[config.mk]
export PLATFORM = sky130hd
export DESIGN_NAME = addr_bus_xfer_ctrl
export DESIGN_NICKNAME = d
export VERILOG_FILES = /design/src/rtl/addr_bus_xfer_ctrl.sv
export SDC_FILE = /design/constraint.sdc
export NUM_CORES = 1
export LEC_CHECK = 0
export ABC_AREA = 1
export CELL_PAD_IN_SITES_DETAIL_PLACEMENT = 0
export CELL_PAD_IN_SITES_GLOBAL_PLACEMENT = 1
export CORE_MARGIN = 2
export CORE_UTILIZATION = 34
export DETAILED_ROUTE_END_ITERATION = 8
export HOLD_SLACK_MARGIN = 0.05
export PLACE_DENSITY_LB_ADDON = 0.3
export SLEW_MARGIN = 5
export SYNTH_ARGS = -nofsm -noshare
export SYNTH_HDL_FRONTEND = slang
export SYNTH_SLANG_ARGS = --single-unit
[constraint.sdc]
create_clock -name clk -period 2.9 [get_ports clk]
set_input_delay 0.435 -clock clk [delete_from_list [all_inputs] [get_ports clk]]
set_output_delay 0.435 -clock clk [all_outputs]
set_load 0.01 [all_outputs]
[src/rtl/addr_bus_xfer_ctrl.sv]
// Round-robin sequencer for the shared 16-bit address bus: grants one requester at a time and
// times its source select and destination load strobes as select -> settle -> load -> hold.
module addr_bus_xfer_ctrl #(
    parameter int unsigned N_REQ      = 4,
    parameter int unsigned SETTLE_CYC = 2,
    parameter int unsigned LOAD_CYC   = 1,
    parameter int unsigned HOLD_CYC   = 1,
    parameter int unsigned CNT_W      = 4
) (
    input  logic               clk,
    input  logic               reset_n,
    input  logic [N_REQ-1:0]   req,
    input  logic [3*N_REQ-1:0] req_src,
    input  logic [3*N_REQ-1:0] req_dst,
    output logic [N_REQ-1:0]   ack,
    output logic               err,
    output logic               busy,
    output logic [2:0]         grant_id,
    output logic               sel_m,
    output logic               sel_xy,
    output logic               sel_j,
    output logic               sel_pc,
    output logic               sel_inc,
    output logic               ld_pc,
    output logic               ld_xy,
    output logic               ld_inc
);

    typedef enum logic [2:0] {StIdle, StSel, StLoad, StHold, StDone} state_e;

    state_e           state_q, state_d;
    logic [CNT_W-1:0] cnt_q, cnt_d;
    logic [2:0]       src_q, src_d;
    logic [2:0]       dst_q, dst_d;
    logic [2:0]       gid_q, gid_d;
    logic [2:0]       ptr_q, ptr_d;
    logic             err_q, err_d;

    logic             arb_found;
    logic [2:0]       arb_idx;
    logic [2:0]       arb_src;
    logic [2:0]       arb_dst;
    logic             sel_on;

    // First pass searches from the pointer upward; second pass wraps around to index 0.
    always_comb begin
        arb_found = 1'b0;
        arb_idx   = '0;
        arb_src   = '0;
        arb_dst   = '0;
        for (int k = 0; k < int'(N_REQ); k++) begin
            if (!arb_found && req[k] && (k >= int'(ptr_q))) begin
                arb_found = 1'b1;
                arb_idx   = 3'(k);
                arb_src   = req_src[3*k +: 3];
                arb_dst   = req_dst[3*k +: 3];
            end
        end
        for (int k = 0; k < int'(N_REQ); k++) begin
            if (!arb_found && req[k]) begin
                arb_found = 1'b1;
                arb_idx   = 3'(k);
                arb_src   = req_src[3*k +: 3];
                arb_dst   = req_dst[3*k +: 3];
            end
        end
    end

    always_comb begin
        state_d = state_q;
        cnt_d   = cnt_q;
        src_d   = src_q;
        dst_d   = dst_q;
        gid_d   = gid_q;
        ptr_d   = ptr_q;
        err_d   = err_q;
        unique case (state_q)
            StIdle: begin
                if (arb_found) begin
                    gid_d = arb_idx;
                    src_d = arb_src;
                    dst_d = arb_dst;
                    if (arb_src < 3'd5) begin
                        state_d = StSel;
                        cnt_d   = CNT_W'(SETTLE_CYC - 1);
                        err_d   = 1'b0;
                    end else begin
                        // Invalid source never touches the bus; complete with an error.
                        state_d = StDone;
                        err_d   = 1'b1;
                    end
                end
            end
            StSel: begin
                if (cnt_q == '0) begin
                    state_d = StLoad;
                    cnt_d   = CNT_W'(LOAD_CYC - 1);
                end else begin
                    cnt_d = cnt_q - CNT_W'(1);
                end
            end
            StLoad: begin
                if (cnt_q == '0) begin
                    state_d = StHold;
                    cnt_d   = CNT_W'(HOLD_CYC - 1);
                end else begin
                    cnt_d = cnt_q - CNT_W'(1);
                end
            end
            StHold: begin
                if (cnt_q == '0) begin
                    state_d = StDone;
                end else begin
                    cnt_d = cnt_q - CNT_W'(1);
                end
            end
            StDone: begin
                state_d = StIdle;
                ptr_d   = (int'(gid_q) == int'(N_REQ) - 1) ? 3'd0 : gid_q + 3'd1;
            end
            default: state_d = StIdle;
        endcase
    end

    always_ff @(posedge clk or negedge reset_n) begin
        if (!reset_n) begin
            state_q <= StIdle;
            cnt_q   <= '0;
            src_q   <= '0;
            dst_q   <= '0;
            gid_q   <= '0;
            ptr_q   <= '0;
            err_q   <= 1'b0;
        end else begin
            state_q <= state_d;
            cnt_q   <= cnt_d;
            src_q   <= src_d;
            dst_q   <= dst_d;
            gid_q   <= gid_d;
            ptr_q   <= ptr_d;
            err_q   <= err_d;
        end
    end

    // Outputs decode the registered state only, so reset clears them immediately.
    always_comb begin
        sel_on   = (state_q == StSel) || (state_q == StLoad) || (state_q == StHold);
        sel_m    = sel_on && (src_q == 3'd0);
        sel_xy   = sel_on && (src_q == 3'd1);
        sel_j    = sel_on && (src_q == 3'd2);
        sel_pc   = sel_on && (src_q == 3'd3);
        sel_inc  = sel_on && (src_q == 3'd4);
        ld_pc    = (state_q == StLoad) && dst_q[0];
        ld_xy    = (state_q == StLoad) && dst_q[1];
        ld_inc   = (state_q == StLoad) && dst_q[2];
        busy     = (state_q != StIdle);
        err      = (state_q == StDone) && err_q;
        grant_id = gid_q;
        for (int k = 0; k < int'(N_REQ); k++) begin
            ack[k] = (state_q == StDone) && (int'(gid_q) == k);
        end
    end

endmodule
* Word-level counts from Yosys, hierarchy flattened
Cells that the tools add are included.
** Storage, ports and cells
- Register bits :: 20
- Output and inout port bits :: 17
- Bits in writable memories :: 0
- Bits in read-only memories :: 0
- Bits in latches :: 0
- Word-level logic and storage cells :: 118
- Input port bits :: 30
- Memories :: 0
** Operators by class
- Bitwise logic cells :: 0
- Multiplexer cells :: 44
- Shift operators :: 0
- Reductions and logical operators :: 43
- Add/subtract/negate cells :: 2
- Multipliers :: 0
- Magnitude comparators :: 5
- Equal/unequal tests :: 17
- Divide/modulo/power cells :: 0
** Operator list (number)
- 3-bit 2-to-1 mux :: 28
- 1-bit logical AND :: 24
- 4-bit 2-to-1 mux :: 4
- 3-bit by 2-bit equality test with 1-bit output (second input constant) :: 5
- 3-bit equality test (second input constant) :: 4
- 2-bit != test (second input constant) :: 6
- 3-bit one-hot mux with 4 select lines :: 1
- 4-bit one-hot mux with 3 select lines :: 1
- 1-bit 2-to-1 mux :: 10
- 3-bit zero test :: 3
- 4-bit AND reduction :: 2
- 1-bit zero test :: 7
- 3-bit by 1-bit equality test with 1-bit output (second input constant) :: 2
- 1-bit by 3-bit >= comparator with 1-bit output (first input constant) :: 2
- 2-bit by 3-bit >= comparator with 1-bit output (first input constant) :: 2
- 3-bit nonzero test :: 2
- 4-bit zero test :: 1
- 4-bit by 1-bit subtractor with 4-bit output (second input constant) :: 1
- 3-bit by 1-bit adder with 3-bit output (second input constant) :: 1
- 3-bit < comparator (second input constant) :: 1
- 1-bit logical OR :: 2
- 2-bit AND reduction :: 1
- 2-bit OR reduction :: 1

* Depth between registers and ports, before layout
Gate-level depths: netlist (run 1).
- Depth after elaboration :: 31
- Mapped depth :: 16
- Mapped depth without buffers :: 16

* Worst setup path before layout (run 1)
No wires, ideal clock.
- Kind :: input-to-reg
- Start :: input port req[0]
- End :: register gid_q[0], in the netlist grant_id[0]
- Setup time :: 0.129 ns
- Data required time :: 2.771 ns
- Stages on the path :: 12
- Arrival :: 1.651 ns
- Path slack :: 1.119 ns
- Buffers on the path :: 2
- Cell sequence :: buf_4 > nand2_2 > nand3_4 > nor2_8 > inv_2 > nor2_1 > nand3_1 > nand2_2 > inv_2 > buf_2 > o31ai_1 > o21ai_1
** On the way
- Longest elaborated chain between the ends :: 27
- Elaborated cells on any way between the ends :: 34
- Those cells by class :: mux: 15; reduce/logical: 19
** RTL lines
- start: declaration :: line 12 : input logic [N_REQ-1:0] req,
- 1-bit logical AND :: line 52 : if (!arb_found && req[k] && (k >= int'(ptr_q))) begin
- 1-bit 2-to-1 mux :: line 52
- 1-bit zero test :: line 52
- 1-bit logical AND (2 in series) :: line 52
- 1-bit 2-to-1 mux :: line 52
- 1-bit zero test :: line 52
- 1-bit logical AND (2 in series) :: line 52
- 1-bit 2-to-1 mux :: line 52
- [9 not listed]
- 1-bit 2-to-1 mux :: line 60 : if (!arb_found && req[k]) begin
- 1-bit zero test :: line 60
- 1-bit logical AND :: line 60
- 1-bit 2-to-1 mux :: line 60
- 1-bit zero test :: line 60
- 1-bit logical AND :: line 60
- 1-bit 2-to-1 mux :: line 60
- 2-bit AND reduction (no source line)
- end signal: assignment :: line 139 : gid_q <= gid_d;
- end: declaration :: line 35 : logic [2:0] gid_q, gid_d;
Parallel ways exist; a longest one is shown, timed or not.
A chain may end at the register's enable or synchronous reset.

* Worst setup path in the final report (run 1)
- Start :: register state_q[2]
- End :: output port sel_j
** On the way
- Longest elaborated chain between the ends :: 4
- Elaborated cells on any way between the ends :: 6
- Those cells by class :: eq/ne: 3; reduce/logical: 3
** RTL lines
- start: declaration :: line 31 : state_e state_q, state_d;
- start signal: assignment :: line 127 : state_q <= StIdle;
- start signal: assignment :: line 135 : state_q <= state_d;
- 3-bit by 1-bit equality test with 1-bit output or 3-bit by 2-bit equality test with 1-bit output (tied branches) :: line 147 : sel_on = (state_q == StSel) || (state_q == StLoad) || (state_q == StHold);
- 1-bit logical OR :: line 147
- 1-bit logical OR (*) :: line 147
- 1-bit logical AND (*) :: line 150 : sel_j = sel_on && (src_q == 3'd2);
- end: declaration :: line 21 : output logic sel_j,
Every way passes the cells marked *; elsewhere a longest branch is shown, timed or not.

==> results of run 1 <==
## cells in the final DEF (no fill, tap or decap), drive strengths merged, types with 2 or more instances in the layout
| cell | instances |
|---|---|
| nor2 | 32 |
| dfrtp | 18 |
| o21ai | 14 |
| clkbuf | 4 |
| nand2 | 60 |
| nor4 | 4 |
| o31ai | 2 |
| nand3 | 25 |
| a21oi | 4 |
| ha | 6 |
| nor3 | 7 |
| nand4 | 9 |
| clkdlybuf4s50 | 45 |
| inv | 42 |
| buf | 3 |
## final timing paths
check / startpoint / to / slack (ps)
worst max register to register: ptr_q[1] / cnt_q[1] / 740
min in group asynchronous: reset_n / ptr_q[0] / 660
worst max-delay path: state_q[2] / sel_j / 380
worst min-delay path: cnt_q[3] / cnt_q[3] / 480
max in group asynchronous: reset_n / cnt_q[1] / 1720
worst min register to register: cnt_q[3] / cnt_q[3] / 480
## state kept, by name, indices dropped and copies added (netlist names)
register and cells:
cnt_q 4, dst_q 3, src_q 3, state_q 3
grant_id 2, ptr_q 2, err_q 1
## power groups by stage
stage	Sequential [mW]	Combinational, mW	Clock, mW
after global routing	0.472	1.26	0.228
after detailed placement	0.460	1.11	0
after floorplan	0.443	0.756	0
after CTS	0.456	1.12	0.216
final	0.454	1.11	0.210
after global placement	0.458	1.11	0
## through the flow
stage	utilization, %	instance area [um^2]	power [mW]
after detailed placement	47.0	2030	1.57
final	48.3	2090	1.77
after floorplan	-	1520	1.20
after global routing	48.3	2090	1.96
after global placement	47.0	2030	1.57
after CTS	48.3	2090	1.79
## cells in the mapped netlist, drive strengths merged
library cell and instances:
conb 1, dfrtp 18, xnor2 1, o2111ai 1, ha 6, o21ai 14
nand4 9, nor3 7, nor2 32, nor4 4, o31ai 2, buf 4
inv 42, nand3 25, xor2 1, nand2 60, or2 1, a31oi 1
a21oi 4
## worst register-to-register path, cell delays in order, from the launching register on
cell	delay [ps]
dfrtp_1	410
nor2_1	110
nand2_2	230
nand4_1	200
or2_2	310
nand2_1	70
nand3_1	70
nor2_1	190
nand2_1	110
nand3_2	150
nand2_2	90
nand2_1	60
nand2_1	50
## per-layer routing
layer  routed length, um  global-route usage (%)
met3                 208                    3.42
met1                2020                    24.2
met5                   0                       0
met4                  24                    2.52
met2                1770                    26.5
## cell families after synthesis
kind of cell | Yosys count | synth area share (%)
flops | 18 | 29.7
buf+inv | 46 | 12.0
other cells | 1 | 0.247
fa+ha+maj | 6 | 4.94
compound gates | 22 | 7.91
xor+xnor | 2 | 1.15
simple gates | 138 | 44.1
## layout make-up
cell class              instances  area [um^2]  area share [%]
clock buffers                   4         55.1            2.63
multi-input cells             169          888            42.5
flip-flops and latches         18          450            21.6
well taps                      52         65.1            3.11
repair buffers                 48          473            22.6
inverters                      42          158            7.54
==> reports/qor.csv, run 1 <==
metric,value,unit
route.detailed.drc,0,
cts_setup_buffers,0,
power_density,849,nW/um^2
grt_pass1_wl,6810,um
crit_family,buffers and inverters,
skew,3.36,ps
die_h,70.8,um
dpl.cell_count,329,
ys_seq_elements,18,
timing.fmax,396,MHz
dr.pass1.iters,4,
critPathSlowestCell,clkdlybuf4s50_1,
wl_per_cell,12.1,um
seqPwrFrac,25.6,%
dp_hpwl,3250,um
cts_made_buffers,3,
rsz0062_at_grt,no,
nFillCells,487,
fin_crit,2520,ps
drt-total-wl,4020,um
synthCells,233,
status,finished clean,
crit_path_end_kind,output pin,
crit_arrival,2090,ps
hold_buffers,0,
power_frac_comb,62.6,%
cp.depth,6,
whs_path_depth,2,
fin_cells,333,
ctsHtreeMaxLevel,1,
final_max_slew_viol_count,0,
ctsRootBufferMaster,clkbuf_8,
syn_to_final_growth,37.6,%
synth_cell_types,30,
insertion_delay,260,ps
ys_seq_area_share,29.7,%
reg2reg_depth,12,
tritoncts,built,
crit_type,register to output pin,
fin_hold_ws,478,ps
setup_violations,0,
fin_nets,318,
grt_pass1_vias,1492,
routabilityCongestion,0.870,
fin_crit_sh,87.0,%
relSlewSlack,43.3,%
numPortBuffers,45,
cts_sinks,18,
syn_avg_cell_area,6.52,um^2
tightest_slew,848,ps
drive_gt1_share,8.54,%
crit_fanout,7,
fin_tns_setup,0,ps
yosys_warnings,0,
ir_worst_vdd,373,uV
p_leak,1.02,nW
power.internal,0.922,mW
required,2470,ps
cts_resized,0,
crit_path_max_incr_delay,580,ps
hold_path_class,register to register,
start_util,35.1,%
antenna_found_initial,0,
clockPowerShare,11.9,%
vias_per_cell,4.77,
cts.path.max_buffers,2,
yosysTopAreaCell,dfrtp_1,
crit_buf_inv,2,
start_kind,register,
yosysTopAreaCellShare,29.7,%
ys_top_cells_by_area,"dfrtp_1, nand2_1, inv_1",
syn_area,1520,um^2
power_switching,0.852,mW
setup_ws,377,ps
clkTransAtPathRegs,70,ps
grt-ovfl-total,0,
via_count,1587,
place_ws,360,ps
io_pins,47,
ant_nets,0,
maxCapViolCount,0,
drtIter0Drc,149,
antenna_cells,0,
switching_share,48.0,%
num_rows,24,
synth_fp_nets,269,
coreArea,4320,um^2
die-area,5020,um^2
grt.total_usage,16.8,%
hold_viol_final,0,
grt_start_max_net_pins,19,
worstPathCellList,inv_1 -> nand3_1 -> o21ai_0 -> nor2_2 -> nor4_1 -> clkdlybuf4s50_1,
dieWidth,70.8,um
Note: power is estimated with default switching activity, not from simulation.
==> run 2: changes to the inputs <==
Settings changed: SETUP_SLACK_MARGIN set to 0.02.
==> results of run 2 <==
The final DEF is identical to that of run 1; final timing and power are the same.
==> run 3: changes to the inputs <==
Settings changed: ABC_AREA 1 to unset, CORE_UTILIZATION 34 to 37.
==> run 3 against run 2 <==
Compared with the run above:
- sequential power is 19% higher
- fmax is 3.1% lower
- largest power group unchanged
- final area is 1.7% higher
- non-clock buffer count is 7 higher
- largest cell class unchanged
- core utilization is 4.4 points higher
- critical path type unchanged
- sequential share of layout area is 0.37 points lower
==> reports/qor.csv, run 3 <==
metric,value,unit
final_max_slew_viol_count,0,
ys_top_cells_by_area,"dfrtp_1, ha_1, nor2_1",
final_cell_mix,"clkdlybuf4s50_1, nor2_1, nand2_1, dfrtp_1",
skew,5.59,ps
die-area,4740,um^2
tightest_slew,856,ps
dpl.cell_count,285,
grt_pass1_vias,1456,
start_kind,register,
route.detailed.drc,0,
rrSetupSlack,520,ps
ctsRootBufferMaster,clkbuf_8,
crit_fanout,9,
fin_crit_sh,89.8,%
clkTransAtPathRegs,70,ps
cts_resized,0,
numPortBuffers,45,
cts_made_buffers,3,
power_density,806,nW/um^2
nFillCells,409,
ant_nets,0,
grt-ovfl-total,0,
grt_start_max_net_pins,19,
insertion_delay,250,ps
hold_path_class,register to register,
layout_commonest_cell,clkdlybuf4s50_1,
fin_tns_setup,0,ps
synth_fp_nets,226,
p_leak,0.880,nW
hold_buffers,0,
drt-total-wl,4250,um
fin_cells,288,
drtIter0Drc,77,
fin_nets,276,
largest_reg_flops,4,
die_h,68.8,um
routabilityCongestion,0.821,
dieWidth,68.8,um
tritoncts,built,
yosys_warnings,0,
yosysTopAreaCell,dfrtp_1,
vias_per_cell,5.45,
ir_worst_vdd,327,uV
ys_seq_area_share,29.0,%
io_pins,47,
grt_pass1_wl,6880,um
dp_hpwl,3400,um
timing.fmax,384,MHz
synthArstFlopShare,100,%
synthCells,190,
top_register,cnt_q,
cts.path.max_buffers,2,
coreArea,4030,um^2
fin_crit,2600,ps
yosysTopAreaCellShare,29.0,%
start_util,38.6,%
status,finished clean,
antenna_cells,0,
syn_to_final_growth,36.7,%
drive_gt1_share,13.0,%
synth_ff_type,dfrtp_1,
setup_violations,0,
ys_seq_elements,18,
crit_path_end_kind,output pin,
yosys-top-cells-count,"nor2_1, dfrtp_1, nand2_1",
synth_cell_types,56,
via_count,1569,
crit_arrival,2170,ps
wl_per_cell,14.8,um
crit_type,register to output pin,
antenna_found_initial,0,
synth-edff-count,0,
cts_sinks,18,
hold_viol_final,0,
required,2470,ps
yosysMostFrequentCell,nor2_1,
syn_area,1560,um^2
cts_setup_buffers,0,
syn_avg_cell_area,8.19,um^2
num_rows,23,
maxCapViolCount,0,
ctsHtreeMaxLevel,1,
grt.total_usage,19.2,%
rsz0062_at_grt,no,
relSlewSlack,42.7,%
dr.pass1.iters,4,
run 3: cell types whose count changed in the layout (fill, tap and decap cells not counted), sizes merged, moves of 5 or more:
cell / before / now
and3: 0 / 8
nand3: 25 / 7
inv: 42 / 8
buf: 3 / 10
a21oi: 4 / 9
and2: 0 / 5
nand4: 9 / 1
nand2b: 0 / 6
nand2: 60 / 19
a31oi: 1 / 7
nor2: 32 / 20
run 3: path summary, 6_finish.rpt:
check	from	to	depth (start not counted)
setup / recovery	state_q[1]	sel_inc	5
hold / removal	err_q	err_q	2
setup reg to reg	ptr_q[1]	cnt_q[3]	6
hold reg to reg	err_q	err_q	2
max in group asynchronous	reset_n	cnt_q[3]	1
min in group asynchronous	reset_n	cnt_q[2]	1
run 3: per-layer routing:
metal	global-route usage [%]	routed length, um
met5	0	0
met4	5.15	34
met3	1.30	136
met2	32.2	2060
met1	26.6	2020
run 3: area by class of cell:
cell class	count	area (um^2)	area share, %
Timing Repair Buffer	55	526	24.7
Clock buffer	3	41.3	1.94
Multi-Input combinational cell	154	1020	47.8
Sequential cell	18	450	21.2
Inverter	8	30.0	1.41
Tap cell	50	62.6	2.94
run 3: metrics by stage:
stage	hold WS [ps]	worst slack [ps]	instance area (um^2)	power, mW	utilization, %
global route	567	142	2130	1.88	52.8
global placement	488	257	2080	1.53	51.7
detailed placement	495	199	2080	1.54	51.7
CTS	510	294	2130	1.72	52.8
finish	506	296	2130	1.71	52.8
floorplan	139	847	1560	1.20	-
run 3: power breakdown:
group          internal, mW  switching (mW)  leakage [nW]
logic                 0.497           0.504         0.639
clock network        0.0922          0.0822        0.0216
registers             0.369           0.170         0.220
run 3: cell families after synthesis:
family	after synthesis	share of synthesized area [%]
AND/OR/NAND/NOR	86	29.8
AO/OA/AOI/OAI	58	28.5
flip-flops	18	29.0
buffers and inverters	18	5.71
adder cells (fa/ha/maj)	6	4.83
multiplexers	2	1.45
other	1	0.241
XOR/XNOR	1	0.563
run 3: worst max-delay path, cell delays in order (launching register included):
cell	delay (ps)
dfrtp_1	500
nor2_1	80
buf_4	160
or2_1	310
nor4b_1	270
clkdlybuf4s50_1	600
